==> config.mk <==
export PLATFORM = sky130hd
export DESIGN_NAME = gpr_mp
export DESIGN_NICKNAME = d
export VERILOG_FILES = /design/src/rtl/gpr_pkg.sv /design/src/rtl/gpr_rdport.sv /design/src/rtl/gpr_mp.sv
export SDC_FILE = /design/constraint.sdc
export NUM_CORES = 1
export LEC_CHECK = 0
export ABC_AREA = 1
export BUFFER_PORTS_ARGS = -buffer_cell sky130_fd_sc_hd__buf_2
export CAP_MARGIN = 20
export CORE_AREA = 2 2 161 163
export CTS_CLUSTER_SIZE = 12
export DETAILED_ROUTE_END_ITERATION = 10
export DIE_AREA = 0 0 163 165
export PLACE_DENSITY = 0.53
export SYNTH_ARGS = -nofsm -noshare
export SYNTH_HDL_FRONTEND = slang
export SYNTH_SLANG_ARGS = --single-unit
==> constraint.sdc <==
create_clock -name clk -period 1.6 [get_ports clk]
set_input_delay 0.16 -clock clk [delete_from_list [all_inputs] [get_ports clk]]
set_output_delay 0.16 -clock clk [all_outputs]
set_load 0.03 [all_outputs]
==> src/rtl/gpr_pkg.sv <==
// Shared constants and types for the gpr_mp register file.
// Default geometry matches the legacy 10x10-bit, 3-read-port register file.
package gpr_pkg;

    localparam int GPR_WIDTH = 10;
    localparam int GPR_DEPTH = 10;
    localparam int GPR_NRD   = 3;
    localparam int GPR_AW    = $clog2(GPR_DEPTH);

    typedef logic [GPR_AW-1:0]    gpr_addr_t;
    typedef logic [GPR_WIDTH-1:0] gpr_data_t;

endpackage

==> src/rtl/gpr_rdport.sv <==
// One registered read port of gpr_mp.
// Applies write-first bypass and range checking. Outputs reflect the
// register file state after the current clock edge's write/reserve update.
module gpr_rdport
    import gpr_pkg::*;
#(
    parameter int WIDTH = GPR_WIDTH,
    parameter int DEPTH = GPR_DEPTH,
    parameter int AW    = GPR_AW
) (
    input  logic                   clk,
    input  logic                   rst,
    input  logic                   rd_en_i,
    input  logic [AW-1:0]          rd_addr_i,
    input  logic [DEPTH*WIDTH-1:0] mem_flat_i,
    input  logic [DEPTH-1:0]       busy_i,
    input  logic                   wr_en_i,
    input  logic [AW-1:0]          wr_addr_i,
    input  logic [WIDTH-1:0]       wr_data_i,
    input  logic                   res_en_i,
    input  logic [AW-1:0]          res_addr_i,
    output logic [WIDTH-1:0]       rd_data_o,
    output logic                   rd_valid_o,
    output logic                   rd_busy_o,
    output logic                   rd_err_o
);

    localparam logic [AW:0] DEPTH_L = DEPTH[AW:0];

    logic             in_range;
    logic [AW-1:0]    sel;
    logic             wr_hit;
    logic             res_hit;
    logic [WIDTH-1:0] data_d, data_q;
    logic             busy_d, busy_q;
    logic             valid_q;

    // Select the addressed word, then let a same-cycle write/reserve override it.
    always_comb begin
        in_range = ({1'b0, rd_addr_i} < DEPTH_L);
        sel      = in_range ? rd_addr_i : '0;
        wr_hit   = wr_en_i  && (wr_addr_i  == rd_addr_i);
        res_hit  = res_en_i && (res_addr_i == rd_addr_i);
        data_d   = '0;
        busy_d   = 1'b0;
        if (in_range) begin
            data_d = wr_hit ? wr_data_i : mem_flat_i[int'(sel)*WIDTH +: WIDTH];
            // A new producer reserving in the same cycle outranks the writeback clear.
            if (res_hit)
                busy_d = 1'b1;
            else if (wr_hit)
                busy_d = 1'b0;
            else
                busy_d = busy_i[sel];
        end
        rd_err_o = rd_en_i && !in_range;
    end

    // Capture read result; data and busy hold when the port is idle.
    always_ff @(posedge clk or negedge rst) begin
        if (!rst) begin
            data_q  <= '0;
            busy_q  <= 1'b0;
            valid_q <= 1'b0;
        end else begin
            valid_q <= rd_en_i;
            if (rd_en_i) begin
                data_q <= data_d;
                busy_q <= busy_d;
            end
        end
    end

    assign rd_data_o  = data_q;
    assign rd_valid_o = valid_q;
    assign rd_busy_o  = busy_q;

endmodule

==> src/rtl/gpr_mp.sv <==
// Parametrised multi-port general-purpose register file with busy scoreboard.
// Optional macro GPR_MP_DBG_EN adds the dbg_regs flattened register view.
module gpr_mp
    import gpr_pkg::*;
#(
    parameter int WIDTH = GPR_WIDTH,
    parameter int DEPTH = GPR_DEPTH,
    parameter int NRD   = GPR_NRD,
    localparam int AW   = $clog2(DEPTH)
) (
    input  logic                 clk,
    input  logic                 rst,
    input  logic                 write,
    input  logic [AW-1:0]        inaddr,
    input  logic [WIDTH-1:0]     indata,
    input  logic                 reserve,
    input  logic [AW-1:0]        resaddr,
    input  logic [NRD-1:0]       read,
    input  logic [NRD*AW-1:0]    outaddr,
    output logic [NRD*WIDTH-1:0] outdata,
    output logic [NRD-1:0]       outvalid,
    output logic [NRD-1:0]       outbusy,
    output logic [DEPTH-1:0]     busy,
    output logic                 addr_err
`ifdef GPR_MP_DBG_EN
    ,
    output logic [DEPTH*WIDTH-1:0] dbg_regs
`endif
);

    localparam logic [AW:0] DEPTH_L = DEPTH[AW:0];

    logic [WIDTH-1:0]       mem_q [DEPTH];
    logic [DEPTH*WIDTH-1:0] mem_flat;
    logic [DEPTH-1:0]       busy_d, busy_q;
    logic                   addr_err_q;
    logic                   wr_ok, res_ok;
    logic [NRD-1:0]         rd_err;

    // Range-qualified write/reserve and next scoreboard (reserve applied last so it wins).
    always_comb begin
        wr_ok  = write   && ({1'b0, inaddr}  < DEPTH_L);
        res_ok = reserve && ({1'b0, resaddr} < DEPTH_L);
        busy_d = busy_q;
        if (wr_ok)
            busy_d[inaddr] = 1'b0;
        if (res_ok)
            busy_d[resaddr] = 1'b1;
    end

    // Flatten the storage array for the read ports and the debug view.
    always_comb begin
        mem_flat = '0;
        for (int k = 0; k < DEPTH; k++)
            mem_flat[k*WIDTH +: WIDTH] = mem_q[k];
    end

    // Storage, scoreboard and error pulse.
    always_ff @(posedge clk or negedge rst) begin
        if (!rst) begin
            for (int k = 0; k < DEPTH; k++)
                mem_q[k] <= '0;
            busy_q     <= '0;
            addr_err_q <= 1'b0;
        end else begin
            if (wr_ok)
                mem_q[inaddr] <= indata;
            busy_q     <= busy_d;
            addr_err_q <= (write && !wr_ok) || (reserve && !res_ok) || (|rd_err);
        end
    end

    for (genvar i = 0; i < NRD; i++) begin : g_rd
        gpr_rdport #(
            .WIDTH (WIDTH),
            .DEPTH (DEPTH),
            .AW    (AW)
        ) u_rdport (
            .clk        (clk),
            .rst        (rst),
            .rd_en_i    (read[i]),
            .rd_addr_i  (outaddr[i*AW +: AW]),
            .mem_flat_i (mem_flat),
            .busy_i     (busy_q),
            .wr_en_i    (write),
            .wr_addr_i  (inaddr),
            .wr_data_i  (indata),
            .res_en_i   (reserve),
            .res_addr_i (resaddr),
            .rd_data_o  (outdata[i*WIDTH +: WIDTH]),
            .rd_valid_o (outvalid[i]),
            .rd_busy_o  (outbusy[i]),
            .rd_err_o   (rd_err[i])
        );
    end

    assign busy     = busy_q;
    assign addr_err = addr_err_q;

`ifdef GPR_MP_DBG_EN
    assign dbg_regs = mem_flat;
`endif

endmodule

==> flow_summary.toml, run 1 <==
[outcome]
status = "completed"

[cts]
clock_latency_ps = 450
cts_made_buffers = 17
clk_pin_slew_ps = 70
cts_tree = "yes"
cts_sinks = 147
cts-htree-levels = 4
cts_root_buf = "clkbuf_16"
clockBufferDepth = 2

[setup_path]
slowest_stage = "dfrtp_1"
cp-start-kind = "flop"
crit_family = "simple AND/OR/NAND/NOR gates"
crit_fanout = 5
reg2reg_depth = 8
arrival_ps = 1830
reg2reg_slack_ps = 110
end_kind = "flop"
crit_type = "reg2reg"
r2r_start = "busy[7]"
path_cells = "a211oi_1 > nand2_1 > nand3_1 > nand3_1 > nand2_1 > nand2_1 > nand2_1 > nand2_1"
crit_top_cell = "nand2_1"
worstPathRequired_ps = 1940
critPathBufInv = 0
r2r_end = "g_rd[1].u_rdport.rd_busy_o"
cp_slowest_stage_delay_ps = 490

[yosys]
seq_area_frac_synth_pct = 39.2
syn_inst = 1389
synth_cell_types = 33
ys_top_cells_by_area = "dfrtp_1 39%, nand2_1 18%, nand3_1 8.9%"
yosysWarnings = 0
synth_top_area_share_pct = 39.2
ys_seq_elements = 147
avgSynthCellArea_um2 = 6.76
synth_area_mm2 = 0.00938
syn-num-nets = 1426
yosysTopAreaCell = "dfrtp_1"

[finish]
stdcell_area_mm2 = 0.0119
final_cells = 1879
num_antenna_cells = 0
final_core_util_pct = 47.4
syn_to_final_growth_pct = 26.5
final_nets = 1573
drive_gt1_share_pct = 17.6

[sta]
finalMaxSlewViolations = 0
hold_ws_ps = 50.1
worst_pin_slew_ps = 578
slew_headroom_pct = 61.5
setup_viol = 0
post-route-period-util_pct = 93.1
period_minus_slack_ps = 1490
skew_ps = 15.8
hold_viol = 0
max_freq_mhz = 672
grt_setup_unrepaired = "false"

[power]
vdd_drop_max_mv = 0.542
leakage_nw = 5.89
power_mw = 13.7
power.density_mw_per_mm2 = 1150

[floorplanning]
fp.dieW_um = 163
num_rows = 58
ios = 84
start_util_pct = 37.5
dieArea_mm2 = 0.0269
core_mm2 = 0.0250
die_y_um = 165

[detailed_routing]
post_drt_wl_per_cell_um = 22.1
finalWirelength_mm = 41.6
avgViaCountPerCell = 5.62
via_count = 10563
drc = 0
dr.first_iter.drc_count = 1006
route.antenna.remaining_nets = 0
first_pass_iters = 5

[global_routing]
grt_pass1_vias = 10185
grt_use_met3_pct = 4.92
grt_pass1_wl_mm = 62.7
top_usage_layer = "met2"
grt.total_usage_pct = 31.9
use_met1_pct = 39.4
antenna_found_initial = 0
grt-ovfl-total = 0
grt_use_met2_pct = 53.3
grt_max_degree = 90

[place]
gp_congestion = 0.975
portBuffers = 83
place_inst = 1841
place_area_mm2 = 0.0111
place_hpwl_mm = 30.8

[worst_hold_path]
holdPathEnd = "busy[1]"
min_path_cells = 2
min-delay-start = "resaddr[2]"
hp-class = "in2reg"

[run]
maxCapViolCount = 0
[cells by family (layout without fill, tap and decap cells)]
| family | after synthesis | in the layout | share of synthesized area [%] |
|---|---|---|---|
| DFF | 147 | 147 | 39.2 |
| and+or+nand+nor | 751 | 751 | 33.0 |
| xor gates and xnor gates | 4 | 4 | 0.373 |
| AOI/OAI and AO/OA | 303 | 303 | 18.5 |
| buffers and inverters | 184 | 344 | 8.95 |
[how the worst max path moves through the flow]
stage	slack [ps]	from	to	cells after the start
after global routing	20	busy[3]	g_rd[0].u_rdport.rd_busy_o	8
after detailed placement	-210	outaddr[6]	g_rd[1].u_rdport.rd_data_o[0]	12
after floorplan	240	outaddr[10]	g_rd[2].u_rdport.rd_data_o[6]	13
final	110	busy[7]	g_rd[1].u_rdport.rd_busy_o	8
after global placement	-200	outaddr[5]	g_rd[1].u_rdport.rd_data_o[0]	12
after CTS	150	busy[7]	g_rd[1].u_rdport.rd_busy_o	8
[metal layers]
metal | up-vias | part of all wire [%]
met5 | - | 0
met4 | 0 | 5.8
met3 | 144 | 6.5
met2 | 517 | 47
met1 | 4985 | 41
li1 | 4917 | -
[per-stage QoR]
| stage | worst slack [ps] | setup TNS [ps] |
|---|---|---|
| 2_1_floorplan | 240 | 0 |
| 3_3_place_gp | -203 | -2620 |
| 3_5_place_dp | -208 | -2600 |
| 4_1_cts | 152 | 0 |
| 5_1_grt | 20.2 | 0 |
| 6_report | 111 | 0 |
[Yosys cell counts]
cell type / instances
nand2_1: 459
nand3_1: 166
dfrtp_1: 147
o21ai_0: 141
nor2_1: 108
a21oi_1: 76
inv_1: 76
buf_2: 41
clkbuf_1: 34
a211oi_1: 28
buf_4: 16
o221ai_1: 16
o211ai_1: 14
o22ai_1: 11
o21ai_1: 7
inv_2: 6
buf_6: 5
clkinv_1: 5
nor2_2: 5
nor2_4: 4
xnor2_1: 4
nand2_2: 3
nand4_1: 3
o31ai_1: 3
a221oi_1: 2
o21ai_2: 2
a32o_1: 1
buf_1: 1
nand3b_1: 1
nor3_1: 1
nor4_1: 1
o2111ai_1: 1
o21ai_4: 1
[state kept, by name, indices dropped and copies added (netlist names)]
name and count:
g_rd.u_rdport.rd_valid_o 3, addr_err 1, g_rd.u_rdport.rd_data_o 30, g_rd.u_rdport.rd_busy_o 3, busy 10, mem_flat 100
[placed cells by master (no fill, tap or decap), types with 33 or more instances in the layout]
master   synthesis  routed
o21ai_0        141     141
a21oi_1         76      76
inv_1           76      76
buf_4           16     103
buf_12           0      33
nand2_1        459     459
nor2_1         108     108
dfrtp_1        147     146
nand3_1        166     166
buf_2           41      82
[timing repair]
item                                    in CTS  in global routing
buffers inserted                             0                  0
endpoints found under the setup margin       0                  1
hold buffers                                 6                  0
hold endpoints to repair                   153                  0
gates resized for setup                      0                  2
[report_power, final]
part / internal (mW) / switching, mW
Clock: 2.84 / 1.86
Sequential: 4.43 / 0.839
Combinational: 1.36 / 2.36
[final cells by class]
| type | count | area [µm²] |
|---|---|---|
| multi-input cells | 1058 | 4870 |
| inverters | 87 | 327 |
| clock buffers | 19 | 443 |
| clock inverters | 13 | 221 |
| well taps | 330 | 413 |
| repair buffers | 225 | 1920 |
| flip-flops and latches | 147 | 3680 |
| fillers | 2599 | 13200 |
Power figures use the tool's default switching activity.
==> run 2, diff against run 1 <==
SETUP_SLACK_MARGIN = 0.4   (was not set)
==> flow_summary.toml, run 2 (synthesis results as in run 1) <==
[setup_path]
end_kind = "flop"
crit_type = "reg2reg"
arrival_ps = 1670
critPathBufInv = 1
cp-start-kind = "flop"
slowest_stage = "dfrtp_2"
crit_top_cell = "nand2_1"
crit_family = "simple AND/OR/NAND/NOR gates"
path_cells = "buf_6 > a211oi_2 > nand2_1 > nand3_2 > nand3_2 > nand2_2 > nand2_1 > nand2_1 > nand2_1"
worstPathRequired_ps = 1930
crit_fanout = 4
startpoint = "mem_flat[76]"
cp_slowest_stage_delay_ps = 440
r2r_start = "mem_flat[76]"

[sta]
grt_setup_unrepaired = "true"
post-route-period-util_pct = 83.6
slew_headroom_pct = 65.5
hold_ws_ps = 24.1
skew_ps = 7.59
setup_slack_ps = 263
finalMaxSlewViolations = 0
period_minus_slack_ps = 1340
max_freq_mhz = 748
setup_viol = 0
worst_pin_slew_ps = 517
hold_viol = 0

[cts]
clk_pin_slew_ps = 70
cts_root_buf = "clkbuf_16"
clock_latency_ps = 440
cts_tree = "yes"
clockBufferDepth = 2
cts_sinks = 147
cts-htree-levels = 4
cts_made_buffers = 17

[finish]
drive_gt1_share_pct = 31.4
syn_to_final_growth_pct = 38.4
layout_common_cells = "418 x nand2_1, 130 x o21ai_0, 130 x buf_4, 127 x dfrtp_1, 116 x nand3_1"
final_common_cell = "nand2_1"
largest_register_ffs = 100
final_nets = 1608

[power]
vdd_drop_max_mv = 0.625
power.density_mw_per_mm2 = 1060
p_sw_mw = 5.31
p_int_mw = 8.50
pwr-share-clk_pct = 29.6
leakage_nw = 6.21
netSwitchingFraction_pct = 38.4
seq_power_share_pct = 38.3
p_comb_share_pct = 32.1

[global_routing]
grt-ovfl-total = 0
grt_pass1_vias = 10529
grt_pass1_wl_mm = 62.0
grt.total_usage_pct = 31.1
grt_max_degree = 45
antenna_found_initial = 0

[detailed_routing]
drc = 0
first_pass_iters = 8
via_count = 10776
route.antenna.remaining_nets = 0
finalWirelength_mm = 41.0
post_drt_wl_per_cell_um = 21.4
avgViaCountPerCell = 5.63
dr.first_iter.drc_count = 1105

[floorplanning]
num_rows = 58
core_mm2 = 0.0250
start_util_pct = 37.5
dieArea_mm2 = 0.0269
fp.dieW_um = 163
ios = 84
die_y_um = 165

[place]
portBuffers = 83
pre_cts_ws_ps = -96.0
place_hpwl_mm = 29.5
gp_congestion = 0.968

[worst_hold_path]
min-delay-start = "read[0]"
hp-class = "in2reg"

[outcome]
status = "completed"

[run]
maxCapViolCount = 0
==> run 2: cell types whose count changed in the layout (fill, tap and decap cells not counted), moves of 27 or more <==
cell	previous run	this run
nand2_2	3	40
nand2_1	459	418
buf_4	103	130
nand3_2	0	44
nand3_1	166	116
==> run 2: path summary, 6_finish.rpt <==
| path | to | slack [ps] | cells past startpoint |
|---|---|---|---|
| max reg2reg | g_rd[2].u_rdport.rd_data_o[6] | 260 | 9 |
| min reg2reg | g_rd[2].u_rdport.rd_data_o[9] | 470 | 2 |
| max | g_rd[2].u_rdport.rd_data_o[6] | 260 | 9 |
| min | addr_err | 20 | 3 |
| min in group asynchronous | mem_flat[0] | 260 | 2 |
| max in group asynchronous | g_rd[0].u_rdport.rd_data_o[2] | 790 | 3 |
==> run 2: cell type report <==
type / instances / area [µm²]
diodes: 1 / 2.50
multi-input cells: 1058 / 5610
inverters: 87 / 347
well taps: 330 / 413
clock buffers: 18 / 439
clock inverters: 14 / 140
fillers: 2524 / 12100
flip-flops and latches: 147 / 3700
repair buffers: 260 / 2330
==> run 2: layer usage <==
| layer | GRT usage, % | share of wire [%] | vias to the layer above |
|---|---|---|---|
| met5 | 0 | 0 | - |
| met4 | 16.3 | 6.0 | 0 |
| met3 | 4.70 | 6.9 | 136 |
| met2 | 51.0 | 46 | 508 |
| met1 | 39.6 | 41 | 5142 |
| li1 | - | - | 4990 |
==> run 2: power by group through the flow <==
stage	logic (mW)	clock network, mW	registers (mW)
after global placement	3.57	0	5.24
after detailed placement	3.61	0	5.23
after global routing	4.88	4.28	5.39
after CTS	3.99	4.14	5.22
final	4.43	4.09	5.28
after floorplan	2.02	0	5.31
==> run 2: worst reg2reg max path, cell delays in order, from the launching register on <==
cell and delay [ps]:
dfrtp_2 440, buf_6 130, a211oi_2 160, nand2_1 90, nand3_2 70, nand3_2 110, nand2_2 100, nand2_1 50
nand2_1 50, nand2_1 40
==> run 2: repair_timing <==
item	in CTS	in global routing
setup buffers	18	21
hold endpoints to repair	44	0
pin swaps	69	78
gates resized for setup	111	150
hold buffers	5	0
cloned	0	1
setup endpoints to repair	35	49
==> run 2: through the flow <==
step                instances  TNS [ps]  util [%]  cell area [µm²]  power (mW)
finish                   1915         0      51.9            13000        13.8
global route             1914         0      51.8            13000        14.5
CTS                      1892         0      49.4            12400        13.4
detailed placement       1837     -1390      44.4            11100        8.84
global placement         1837     -1230      44.4            11100        8.81
floorplan                1389         0         -             9500        7.33
==> run 3, diff against run 2 <==
clock period = 1.3 ns   (was 1.6 ns; I/O delays follow)
==> flow_summary.toml, run 3 (synthesis results as in run 1) <==
[power]
vdd_drop_max_mv = 0.795
leakage_nw = 6.61
power.density_mw_per_mm2 = 1290

[sta]
post-route-period-util_pct = 99.5
skew_ps = 7.33
grt_setup_unrepaired = "true"
hold_ws_ps = -8.40
slew_headroom_pct = 66.7
setup_viol = 0
finalMaxSlewViolations = 0
max_freq_mhz = 773
worst_pin_slew_ps = 499
tns_ps = 0
period_minus_slack_ps = 1290
hold_viol = 1

[setup_path]
startpoint = "mem_flat[75]"
cp-start-kind = "flop"
reg2reg_slack_ps = 6
arrival_ps = 1620
crit_end = "g_rd[0].u_rdport.rd_data_o[5]"
r2r_start = "mem_flat[75]"
worstPathRequired_ps = 1630
crit_fanout = 3
crit_type = "reg2reg"
reg2reg_depth = 8
end_kind = "flop"
r2r_end = "g_rd[0].u_rdport.rd_data_o[5]"

[detailed_routing]
route.antenna.remaining_nets = 0
finalWirelength_mm = 43.2
post_drt_wl_per_cell_um = 22.1
avgViaCountPerCell = 5.69
first_pass_iters = 6
drc = 0
via_count = 11139
dr.first_iter.drc_count = 1280

[cts]
cts_tree = "yes"
cts-htree-levels = 4
cts_root_buf = "clkbuf_16"
clk_pin_slew_ps = 70
clockBufferDepth = 2
clock_latency_ps = 440
cts_made_buffers = 17
cts_sinks = 147

[place]
place_inst = 1869
place_hpwl_mm = 29.9
gp_congestion = 0.960
portBuffers = 83

[finish]
final_cells = 1956
final_common_cell = "nand2_1"
largest_register_ffs = 100
num_antenna_cells = 0
layout_common_cells = "399 x nand2_1, 154 x buf_4, 122 x dfrtp_1, 120 x nand3_1, 87 x o21ai_1"
drive_gt1_share_pct = 37.4
syn_to_final_growth_pct = 49.8
final_nets = 1650

[floorplanning]
ios = 84
core_mm2 = 0.0250
die_y_um = 165
dieArea_mm2 = 0.0269
fp.dieW_um = 163
start_util_pct = 37.5
num_rows = 58

[global_routing]
grt_pass1_vias = 10513
antenna_found_initial = 0
grt_pass1_wl_mm = 62.9
grt.total_usage_pct = 31.4
grt_max_degree = 39
grt-ovfl-total = 0

[run]
maxCapViolCount = 0

[worst_hold_path]
hp-class = "in2reg"

[outcome]
status = "finished with violations"
violations = "hold timing"
run 3: cell types whose count changed in the layout (fill, tap and decap cells not counted), moves of 13 or more:
cell	delta
nand2_2	+13
nor2_2	+20
nand2_1	-19
nor2_1	-27
o21ai_0	-79
buf_6	+42
a21oi_1	-15
buf_2	-37
o21ai_1	+73
buf_4	+24
a21oi_2	+14
run 3: layer usage:
metal | GRT usage, % | wire length, µm | share of wire (%) | vias to the layer above
met5 | 0 | 0 | 0 | -
met4 | 15.4 | 2180 | 5.0 | 0
met3 | 4.32 | 3340 | 7.7 | 135
met2 | 51.6 | 20200 | 47 | 582
met1 | 40.6 | 17500 | 40 | 5340
li1 | - | - | - | 5082
run 3: report_power, final:
group | switching [mW] | leakage (nW) | internal (mW)
Clock | 2.24 | 0.307 | 3.35
Sequential | 1.12 | 1.81 | 5.49
Combinational | 3.37 | 4.49 | 2.62
run 3: stage by stage:
stage / setup slack [ps] / util, % / power (mW) / instance area [µm²]
floorplan: 13.8 / - / 9.27 / 9980
global placement: -390 / 46.2 / 11.2 / 11600
detailed placement: -392 / 46.2 / 11.3 / 11600
CTS: 16.8 / 52.9 / 17.6 / 13200
global route: -85.5 / 56.1 / 19.0 / 14100
finish: 6.13 / 56.1 / 18.2 / 14100
run 3: worst min-delay path by stage:
stage	from	endpoint	cells past startpoint
4_1_cts	read[0]	g_rd[0].u_rdport.rd_valid_o	1
3_5_place_dp	rst	mem_flat[1]	1
6_report	read[0]	addr_err	3
5_1_grt	indata[0]	mem_flat[20]	3
3_3_place_gp	rst	mem_flat[1]	1
2_1_floorplan	rst	addr_err	0
run 3: layout make-up:
| class | count | area [µm²] |
|---|---|---|
| Fill cell | 2419 | 11000 |
| Multi-Input combinational cell | 1059 | 5870 |
| Sequential cell | 147 | 3710 |
| Timing Repair Buffer | 301 | 3030 |
| Clock buffer | 19 | 453 |
| Tap cell | 330 | 413 |
| Inverter | 87 | 377 |
| Clock inverter | 13 | 195 |
run 3: critical path, cell delays in order, from the launching register on:
cell      delay (ps)
dfrtp_1          430
a211oi_2         200
nand2_1           80
nand3_1          100
nand3_2          120
nand2_2          100
nand2_1           50
nand2_1           60
nand2_1           60
run 3: what timing repair did:
item                                    in CTS  in global routing
pin swaps                                   91                 83
gates cloned                                 2                  8
endpoints found under the setup margin     129                170
setup buffers                               13                 25
resized for setup                          233                141
hold buffers                                 6                  1
endpoints found under the hold margin      157                  1
